**src/rtl/divider_64_pkg.sv**
```systemverilog
// Shared types and constants for the 64-bit restoring divider.
// Build option: define DIVIDER_ZERO_FASTPATH_EN to finish divide-by-zero in one cycle.
`ifndef DIVIDER_64_PKG_SV
`define DIVIDER_64_PKG_SV

package common;
  typedef logic [63:0]  word_t;
  typedef logic [64:0]  word65_t;
  typedef logic [127:0] u128;
endpackage

package pipes;
  localparam int DIV_ITERS = 64;
  localparam int DIV_CNT_W = $clog2(DIV_ITERS + 1);
endpackage

package divider_64_pkg;
  typedef common::word_t   word_t;
  typedef common::word65_t word65_t;
  typedef common::u128     u128;

  localparam int DIV_ITERS = pipes::DIV_ITERS;
  localparam int DIV_CNT_W = pipes::DIV_CNT_W;

  typedef logic [DIV_CNT_W-1:0] cnt_t;

  localparam word_t ALL_ONES = '1;

  // Result layout: remainder in the upper word, quotient in the lower word.
  function automatic u128 pack_result(input word_t rem, input word_t quot);
    return {rem, quot};
  endfunction
endpackage

`endif

```
**src/rtl/divider_64_if.sv**
```systemverilog
// Request/response bundle for divider_64.
// Build option: DIVIDER_ZERO_FASTPATH_EN (affects the divider, not this bundle).
`ifndef DIVIDER_64_IF_SV
`define DIVIDER_64_IF_SV

interface divider_64_if;
  import divider_64_pkg::*;

  logic  valid;
  word_t a;
  word_t b;
  logic  busy;
  logic  done;
  u128   c;

  modport master (output valid, a, b, input busy, done, c);
  modport slave  (input valid, a, b, output busy, done, c);
endinterface

`endif

```
**src/rtl/divider_64_step.sv**
```systemverilog
// One restoring-division iteration: shift {rem, quot} left by one, trial-subtract
// the divisor, keep the difference and set the quotient bit when it does not go negative.
// Build option: DIVIDER_ZERO_FASTPATH_EN (not used here).
`ifndef DIVIDER_64_STEP_SV
`define DIVIDER_64_STEP_SV

module divider_step
  import divider_64_pkg::*;
(
  input  word65_t rem_in,
  input  word_t   quot_in,
  input  word_t   divisor,
  output word65_t rem_out,
  output word_t   quot_out
);

  // The partial remainder never exceeds the divisor, so rem_in's top bit is always
  // zero; carrying it one bit wider keeps the borrow of the trial subtraction exact.
  logic [65:0] shifted;
  logic [65:0] diff;

  // Trial subtraction and restore decision for a single quotient bit.
  always_comb begin
    shifted = {rem_in, quot_in[63]};
    diff    = shifted - {2'b00, divisor};
    if (!diff[65]) begin
      rem_out  = diff[64:0];
      quot_out = {quot_in[62:0], 1'b1};
    end else begin
      rem_out  = shifted[64:0];
      quot_out = {quot_in[62:0], 1'b0};
    end
  end

endmodule

`endif

```
**src/rtl/divider_64.sv**
```systemverilog
// Unsigned 64-bit restoring divider, one quotient bit per cycle, MSB first.
// c = {remainder, quotient}; divide-by-zero yields quotient all-ones, remainder = a.
// Build option DIVIDER_ZERO_FASTPATH_EN: a zero divisor completes IDLE->DONE in one edge.
`ifndef DIVIDER_64_SV
`define DIVIDER_64_SV

module divider_64
  import divider_64_pkg::*;
(
  input logic         clk,
  input logic         reset,
  divider_64_if.slave dif
);

  typedef enum logic [1:0] {
    IDLE,
    DOING,
    DONE
  } state_t;

  state_t  state;
  state_t  state_next;
  word65_t rem_q;
  word65_t rem_next;
  word_t   quot_q;
  word_t   quot_next;
  word_t   divisor_q;
  cnt_t    count_q;
  u128     c_q;
  logic    zero_fast;
  logic    last_iter;

  divider_step u_step (
    .rem_in   (rem_q),
    .quot_in  (quot_q),
    .divisor  (divisor_q),
    .rem_out  (rem_next),
    .quot_out (quot_next)
  );

`ifdef DIVIDER_ZERO_FASTPATH_EN
  assign zero_fast = (state == IDLE) && dif.valid && (dif.b == '0);
`else
  assign zero_fast = 1'b0;
`endif

  assign last_iter = (count_q == cnt_t'(1));

  // State register, cleared by the synchronous active-low reset.
  always_ff @(posedge clk) begin
    if (!reset) begin
      state <= IDLE;
    end else begin
      state <= state_next;
    end
  end

  // Next-state: requests are only taken in IDLE; DONE always returns to IDLE.
  always_comb begin
    state_next = state;
    case (state)
      IDLE: begin
        if (dif.valid) begin
          state_next = zero_fast ? DONE : DOING;
        end
      end
      DOING: begin
        if (last_iter) begin
          state_next = DONE;
        end
      end
      DONE:    state_next = IDLE;
      default: state_next = IDLE;
    endcase
  end

  // Datapath: latch operands on accept, iterate in DOING, capture the result on the last iteration.
  always_ff @(posedge clk) begin
    if (!reset) begin
      rem_q     <= '0;
      quot_q    <= '0;
      divisor_q <= '0;
      count_q   <= '0;
      c_q       <= '0;
    end else begin
      case (state)
        IDLE: begin
          if (dif.valid) begin
            rem_q     <= '0;
            quot_q    <= dif.a;
            divisor_q <= dif.b;
            count_q   <= cnt_t'(DIV_ITERS);
            if (zero_fast) begin
              c_q <= pack_result(dif.a, ALL_ONES);
            end
          end
        end
        DOING: begin
          rem_q   <= rem_next;
          quot_q  <= quot_next;
          count_q <= count_q - cnt_t'(1);
          if (last_iter) begin
            c_q <= pack_result(rem_next[63:0], quot_next);
          end
        end
        default: begin
        end
      endcase
    end
  end

  assign dif.busy = (state != IDLE);
  assign dif.done = (state == DONE);
  assign dif.c    = c_q;

endmodule

`endif
```
**src/flat_wrapper.sv**
```systemverilog
// flat-port wrapper written by rule: the top's interface ports become plain ports
module divider_64_flat import divider_64_pkg::*;
  (clk, reset, dif_valid, dif_a, dif_b, dif_busy, dif_done, dif_c);
  divider_64_if dif_i ();
  input logic clk;
  input logic reset;
  input wire logic [$bits(dif_i.valid)-1:0] dif_valid;
  input wire logic [$bits(dif_i.a)-1:0] dif_a;
  input wire logic [$bits(dif_i.b)-1:0] dif_b;
  output wire logic [$bits(dif_i.busy)-1:0] dif_busy;
  output wire logic [$bits(dif_i.done)-1:0] dif_done;
  output wire logic [$bits(dif_i.c)-1:0] dif_c;
  assign dif_i.valid = dif_valid;
  assign dif_i.a = dif_a;
  assign dif_i.b = dif_b;
  assign dif_busy = dif_i.busy;
  assign dif_done = dif_i.done;
  assign dif_c = dif_i.c;
  divider_64 u_core (.clk(clk), .reset(reset), .dif(dif_i));
endmodule
```
**config.mk**
```make
export PLATFORM = sky130hd
export DESIGN_NAME = divider_64_flat
export DESIGN_NICKNAME = d
export VERILOG_FILES = /design/src/rtl/divider_64_pkg.sv /design/src/rtl/divider_64_if.sv /design/src/rtl/divider_64_step.sv /design/src/rtl/divider_64.sv /design/src/flat_wrapper.sv
export SDC_FILE = /design/constraint.sdc
export NUM_CORES = 1
export LEC_CHECK = 0
export BUFFER_PORTS_ARGS = -buffer_cell sky130_fd_sc_hd__buf_4
export CORE_MARGIN = 2
export CORE_UTILIZATION = 41
export CTS_BUF_LIST = sky130_fd_sc_hd__clkbuf_8
export CTS_CLUSTER_SIZE = 24
export DETAILED_ROUTE_END_ITERATION = 16
export GPL_TIMING_DRIVEN = 0
export PLACE_DENSITY_LB_ADDON = 0.12
export SYNTH_ARGS = -nofsm -noshare
export SYNTH_HDL_FRONTEND = slang
export SYNTH_SLANG_ARGS = --single-unit
```
**constraint.sdc**
```tcl
create_clock -name clk -period 3.1 [get_ports clk]
set_input_delay 0.62 -clock clk [delete_from_list [all_inputs] [get_ports clk]]
set_output_delay 0.62 -clock clk [all_outputs]
set_load 0.01 [all_outputs]
```
==> results of run 1 <==
area by class of cell:
type	count	area, µm²	share of cell area
Multi-Input combinational cell	1618	10920	0.4696
Sequential cell	330	6653	0.2861
Timing Repair Buffer	355	2741	0.1179
Clock buffer	73	1005	0.04320
Buffer	135	715.7	0.03077
Tap cell	532	665.6	0.02862
Inverter	79	296.5	0.01275
Clock inverter	30	252.7	0.01087
Antenna cell	2	5.005	0.0002152
cells in the mapped netlist (10+ instances only):
cell type | number | area [µm²]
or3_1 | 10 | 62.56
xor2_1 | 21 | 183.9
ha_1 | 66 | 825.8
a21o_1 | 31 | 232.7
a211oi_1 | 63 | 473.0
o21ai_1 | 41 | 205.2
and4_1 | 10 | 87.58
and2_1 | 10 | 62.56
nor2_1 | 107 | 401.6
nand2_1 | 460 | 1727
o21bai_1 | 10 | 75.07
a22oi_1 | 64 | 480.5
xnor2_1 | 28 | 245.2
nand4_1 | 26 | 162.7
clkbuf_1 | 118 | 442.9
nor3_1 | 43 | 215.2
nand2b_1 | 11 | 68.82
mux2i_1 | 58 | 580.6
o21ai_0 | 88 | 440.4
a31oi_1 | 15 | 93.84
nand3_1 | 41 | 205.2
a21oi_1 | 291 | 1456
nor4_1 | 10 | 62.56
and3_1 | 10 | 62.56
buf_2 | 15 | 75.07
inv_1 | 78 | 292.8
dfxtp_1 | 330 | 6606
flip-flops by register name, indices dropped and copies added, names as in the netlist:
| signal | count |
|---|---|
| u_core.dif.c | 128 |
| u_core.rem_q | 65 |
| u_core.divisor_q | 64 |
| u_core.quot_q | 64 |
| u_core.count_q | 7 |
| u_core.state | 2 |
logic make-up (layout without fill, tap and decap cells):
| logic type | Yosys count | count (layout) |
|---|---|---|
| compound gates | 676 | 676 |
| fa+ha+maj | 67 | 67 |
| buf+inv | 227 | 672 |
| xor+xnor | 49 | 49 |
| mux | 59 | 59 |
| simple gates | 767 | 767 |
| other cells | 0 | 2 |
| flops | 330 | 330 |
critical path, delay by kind of cell, from the launching register on:
family                     cells  cell delay [ns]
and+or+nand+nor                3             0.92
buffers and inverters          4             0.51
AOI/OAI and AO/OA              4             0.78
DFF                            1             0.33
muxes                          1             0.29
adders and majority gates      1             0.32
layer usage:
| layer | global-route usage | vias to the layer above | wire length, µm |
|---|---|---|---|
| met5 | 0 | - | 33 |
| met3 | 0.07253 | 134 | 4977 |
| met1 | 0.3442 | 8302 | 25530 |
| met2 | 0.4560 | 639 | 28700 |
| met4 | 0.1092 | 4 | 2158 |
| li1 | - | 8492 | - |
power by group through the flow:
| stage | combinational, mW | sequential (mW) | clock (mW) |
|---|---|---|---|
| final | 2.14 | 4.52 | 4.38 |
| after global routing | 2.32 | 4.54 | 4.66 |
| after detailed placement | 1.69 | 4.60 | 0 |
| after floorplan | 1.11 | 4.58 | 0 |
| after global placement | 1.67 | 4.60 | 0 |
| after CTS | 1.93 | 4.51 | 4.47 |
what timing repair did:
action / 4_1_cts / 5_1_grt
setup endpoints to repair: 155 / 135
gates cloned: 1 / 3
endpoints found under the hold margin: 0 / 0
pin swaps: 68 / 76
gates resized for setup: 230 / 182
setup buffers: 57 / 34
worst max path at each step:
stage                              to  slack (ns)  cells after the start
floorplan           u_core.dif.c[115]        0.04                     14
global placement    u_core.dif.c[127]       -1.03                     13
detailed placement  u_core.dif.c[127]       -1.02                     13
CTS                  u_core.dif.c[67]       -0.21                     13
global route        u_core.dif.c[127]       -0.24                     13
finish              u_core.dif.c[127]       -0.21                     13
==> results.ini, run 1 <==
[logic_synthesis]
yosys_warnings = 0
netlist_area_um2 = 16850
synthSimpleGateAreaFrac = 0.1978
synth_edf_count = 0
ys_seq_area_frac = 0.3922
synth.avg_cell_area_um2 = 7.745
synth_cell_types = 67
synthXorXnorAreaFrac = 0.02548
syn_inst = 2175
synth_compound_area_frac = 0.2440
synth_fp_nets = 2373
ys_async_sr_fraction = 0
synth.area.mux_share = 0.03513
synth-seq-cells = 330
synthAdderAreaFrac = 0.05021
synth_top_family_by_area = compound AO/OA/AOI/OAI gates
synth_flop_cell = dfxtp_1

[routing]
vias = 17571
wl_mm = 61.40
routedWlPerCell_um = 19.47
drtIter0Drc = 1211
ant_nets = 0
drc = 0
routed_via_density = 5.571
drtPass1Iterations = 5

[floorplanning]
die_y_um = 206.7
ios = 261
core_um2 = 40740
start_util = 0.4135
die_w_um = 206.7
row_count = 74
die_area_um2 = 42720

[final_layout]
nets = 2772
fin_util = 0.5709
postLayoutCellArea_um2 = 23260
final_common_cell = nand2_1
final-instance-count-excl-fill = 3154
fillers = 3816
mostFrequentLayoutCells = nand2_1, buf_4, dfxtp_1, a21oi_1, nor2_1
drive_gt1_frac = 0.2794
area_growth_pct = 38.05

[placed_design]
hpwl_mm = 44.63
place_ws_ns = -1.017
placed_cell_area_um2 = 19460
placed_cells = 2967
gp_congestion = 0.9295
portBuffers = 260

[grt]
grt_pass1_wl_mm = 92.02
grt_overflow = 0
grt_max_degree = 16
track_usage = 0.2763
antenna_found_initial = 2
grt_pass1_vias = 16896

[critical_path]
cp_cell_sequence = inv_1 -> ha_2 -> nand4_1 -> buf_4 -> o221ai_4 -> a221oi_4 -> o22ai_2 -> or4b_4 -> and3_4 -> buf_12 -> buf_12 -> mux2i_4 -> a211oi_2
worst_r2r_path_depth = 13
path_common_cell = buf_12
path_max_fanout = 6
required_ns = 3.59
arrival_ns = 3.80
cp-start-kind = register
timing.rr.start = u_core.divisor_q[21]
end_kind = register
slowest_stage = or4b_4
slowest_delay_ns = 0.56
r2r-end = u_core.dif.c[127]
setup.worst_path.class = reg2reg
crit_start = u_core.divisor_q[21]
reg2reg_slack_ns = -0.21

[cts]
tritoncts = done
clock_path_buffers = 3
insertion_delay_ns = 0.67
cts_hold_buf = 0
numCtsBuffers = 55
cts_max_level = 2
path_clk_slew_ns = 0.07
cts_sinks = 330
root_buffer = clkbuf_8

[timing]
setup_violations = 118
max_freq_ghz = 0.3023
worst_slew_pin_slew_ns = 1.231
setup_slack_ns = -0.2077
fin_crit_sh = 1.067
slew_viol_final = 0
slew-limit-headroom = 0.1791
fin_setup_tns_ns = -12.40
grt_setup_unrepaired = true
finalHoldViolCount = 0
finalCriticalPeriod_ns = 3.308
fin_skew_ns = 0.03050
whs_ns = 0.1954

[hold_path]
min_from = dif_b[53]
min_to = u_core.divisor_q[53]
hold_class = in2reg
hold_depth = 3

[power]
vdd_drop_max_mv = 0.3361
p_sw_mw = 3.323
powerDensity_nw_per_um2 = 474.6
combPwrFrac = 0.194
p_seq_frac = 0.409
internal_power_mw = 7.715
power.share.clock = 0.397
total_power_mw = 11.04
leakage_nw = 9.051
swShare = 0.3010

[job]
cap_violations = 0

[outcome]
outcome = complete, but fails checks
violations = setup timing

(Power assumes the default switching activity.)
==> run 2: changes to the inputs <==
==> constraint.sdc (replaced) <==
create_clock -name clk -period 3.1 [get_ports clk]
set_input_delay 0 -clock clk [delete_from_list [all_inputs] [get_ports clk]]
set_output_delay 0 -clock clk [all_outputs]
set_load 0.01 [all_outputs]
==> run 2 against run 1 <==
Effect of this change:
- the run still ends with setup timing left
- clock power barely moved
- first-iteration DRC count is 9.4% lower
- critical path depth decreased by 1
- flip-flop and latch count did not move
- hold slack lost 0.068 ns
- die area unchanged
- setup slack got worse by 0.0051 ns
- sequential share of layout area fell by 1.5 points
- final cell count up 4.2%
- critical endpoint unchanged
- largest cell class unchanged
- largest power group unchanged
- highest routed layer unchanged
==> results.ini, run 2 (same netlist as run 1, synthesis figures left out) <==
[critical_path]
path_max_fanout = 6
path_common_cell = buf_12
setup.worst_path.class = reg2reg
crit_buf_inv = 3
arrival_ns = 3.81
end_kind = register
slowest_stage = or4b_4
path_delay_family = simple AND/OR/NAND/NOR gates
cp_cell_sequence = ha_2 -> nand4_1 -> buf_4 -> o221ai_4 -> a221oi_4 -> o22ai_2 -> or4b_4 -> and3_4 -> buf_12 -> buf_12 -> mux2i_4 -> a211oi_2
cp-start-kind = register
slowest_delay_ns = 0.55
required_ns = 3.60

[timing]
fin_skew_ns = 0.02814
fin_crit_sh = 1.069
max_freq_ghz = 0.3019
setup_violations = 121
finalHoldViolCount = 0
setup_slack_ns = -0.2128
fin_setup_tns_ns = -14.22
worst_slew_pin_slew_ns = 1.228
whs_ns = 0.1279
finalCriticalPeriod_ns = 3.313
slew_viol_final = 0
slew-limit-headroom = 0.1815
grt_setup_unrepaired = true

[cts]
cts_sinks = 330
root_buffer = clkbuf_8
clock_path_buffers = 3
path_clk_slew_ns = 0.06
cts_max_level = 2
tritoncts = done
numCtsBuffers = 55
insertion_delay_ns = 0.67

[final_layout]
final_common_cell = nand2_1
drive_gt1_frac = 0.2673
final-instance-count-excl-fill = 3288
mostFrequentLayoutCells = nand2_1, buf_4, dfxtp_1, a21oi_1, dlygate4sd3_1
area_growth_pct = 45.88
fin_util = 0.6032
largest_register_ffs = 128
fillers = 3719
nets = 2905
postLayoutCellArea_um2 = 24570

[grt]
grt_overflow = 0
antenna_found_initial = 2
track_usage = 0.2810
grt_pass1_vias = 17448
grt_max_degree = 16
grt_pass1_wl_mm = 94.15

[placed_design]
hpwl_mm = 44.63
portBuffers = 260
placed_cells = 2967
gp_congestion = 0.9295
place_ws_ns = -1.017
placed_cell_area_um2 = 19460

[routing]
routed-wl-met2_mm = 29.55
drtPass1Iterations = 5
wl_met3_mm = 4.231
ant_nets = 0
drtIter0Drc = 1097
wl_met1_mm = 26.39
drc = 0
wl_mm = 62.29
routedWlPerCell_um = 18.94
routed.top_layer = met5
routed_via_density = 5.507
vias = 18107

[floorplanning]
ios = 261
core_um2 = 40740
start_util = 0.4135
die_area_um2 = 42720
die_y_um = 206.7
row_count = 74
die_w_um = 206.7

[power]
leakage_nw = 9.611
vdd_drop_max_mv = 0.3377
powerDensity_nw_per_um2 = 455.1
total_power_mw = 11.18

[outcome]
violations = setup timing
outcome = complete, but fails checks

[hold_path]
hold_class = in2reg

[job]
cap_violations = 0

-- run 2: worst min-delay path, stage by stage --
cell and delay (ns):
dlygate4sd3_1 0.52, buf_4 0.09, nand2_1 0.04, a21oi_1 0.10
-- run 2: final timing paths --
check,startpoint,to,slack [ns],cells past startpoint
hold reg to reg,u_core.divisor_q[54],u_core.divisor_q[54],0.45,2
setup reg to reg,u_core.rem_q[20],u_core.dif.c[127],-0.21,12
setup / recovery,u_core.rem_q[20],u_core.dif.c[127],-0.21,12
hold / removal,dif_b[8],u_core.divisor_q[8],0.13,4
-- run 2: layout make-up --
class,count,area (µm²),area share
clock buffer,73,1005,0.04088
antenna,3,7.507,0.0003055
inverter,79,296.5,0.01207
tap,532,665.6,0.02709
sequential,330,6651,0.2707
clock inverter,30,252.7,0.01028
timing repair buffer,488,4066,0.1655
multi-input combinational,1618,10930,0.4447
buffer,135,701.9,0.02856
-- run 2: layer usage --
| layer | vias up | GRT usage |
|---|---|---|
| li1 | 8760 | - |
| met1 | 8576 | 0.3524 |
| met2 | 633 | 0.4725 |
| met3 | 136 | 0.06013 |
| met4 | 2 | 0.1087 |
| met5 | - | 0 |
-- run 2: report_power, final --
group / total [mW] / internal, mW / leakage (nW) / switching [mW]
sequential: 4.52 / 4.40 / 2.70 / 0.115
combinational: 2.29 / 0.966 / 6.21 / 1.32
clock: 4.38 / 2.45 / 0.704 / 1.92
total: 11.2 / 7.82 / 9.61 / 3.36
-- run 2: what timing repair did --
action	in CTS	in global routing
buffers inserted	57	38
setup endpoints to repair	155	135
pin swaps	68	75
hold buffers	129	0
gates resized for setup	230	176
cloned	1	3
endpoints found under the hold margin	137	0
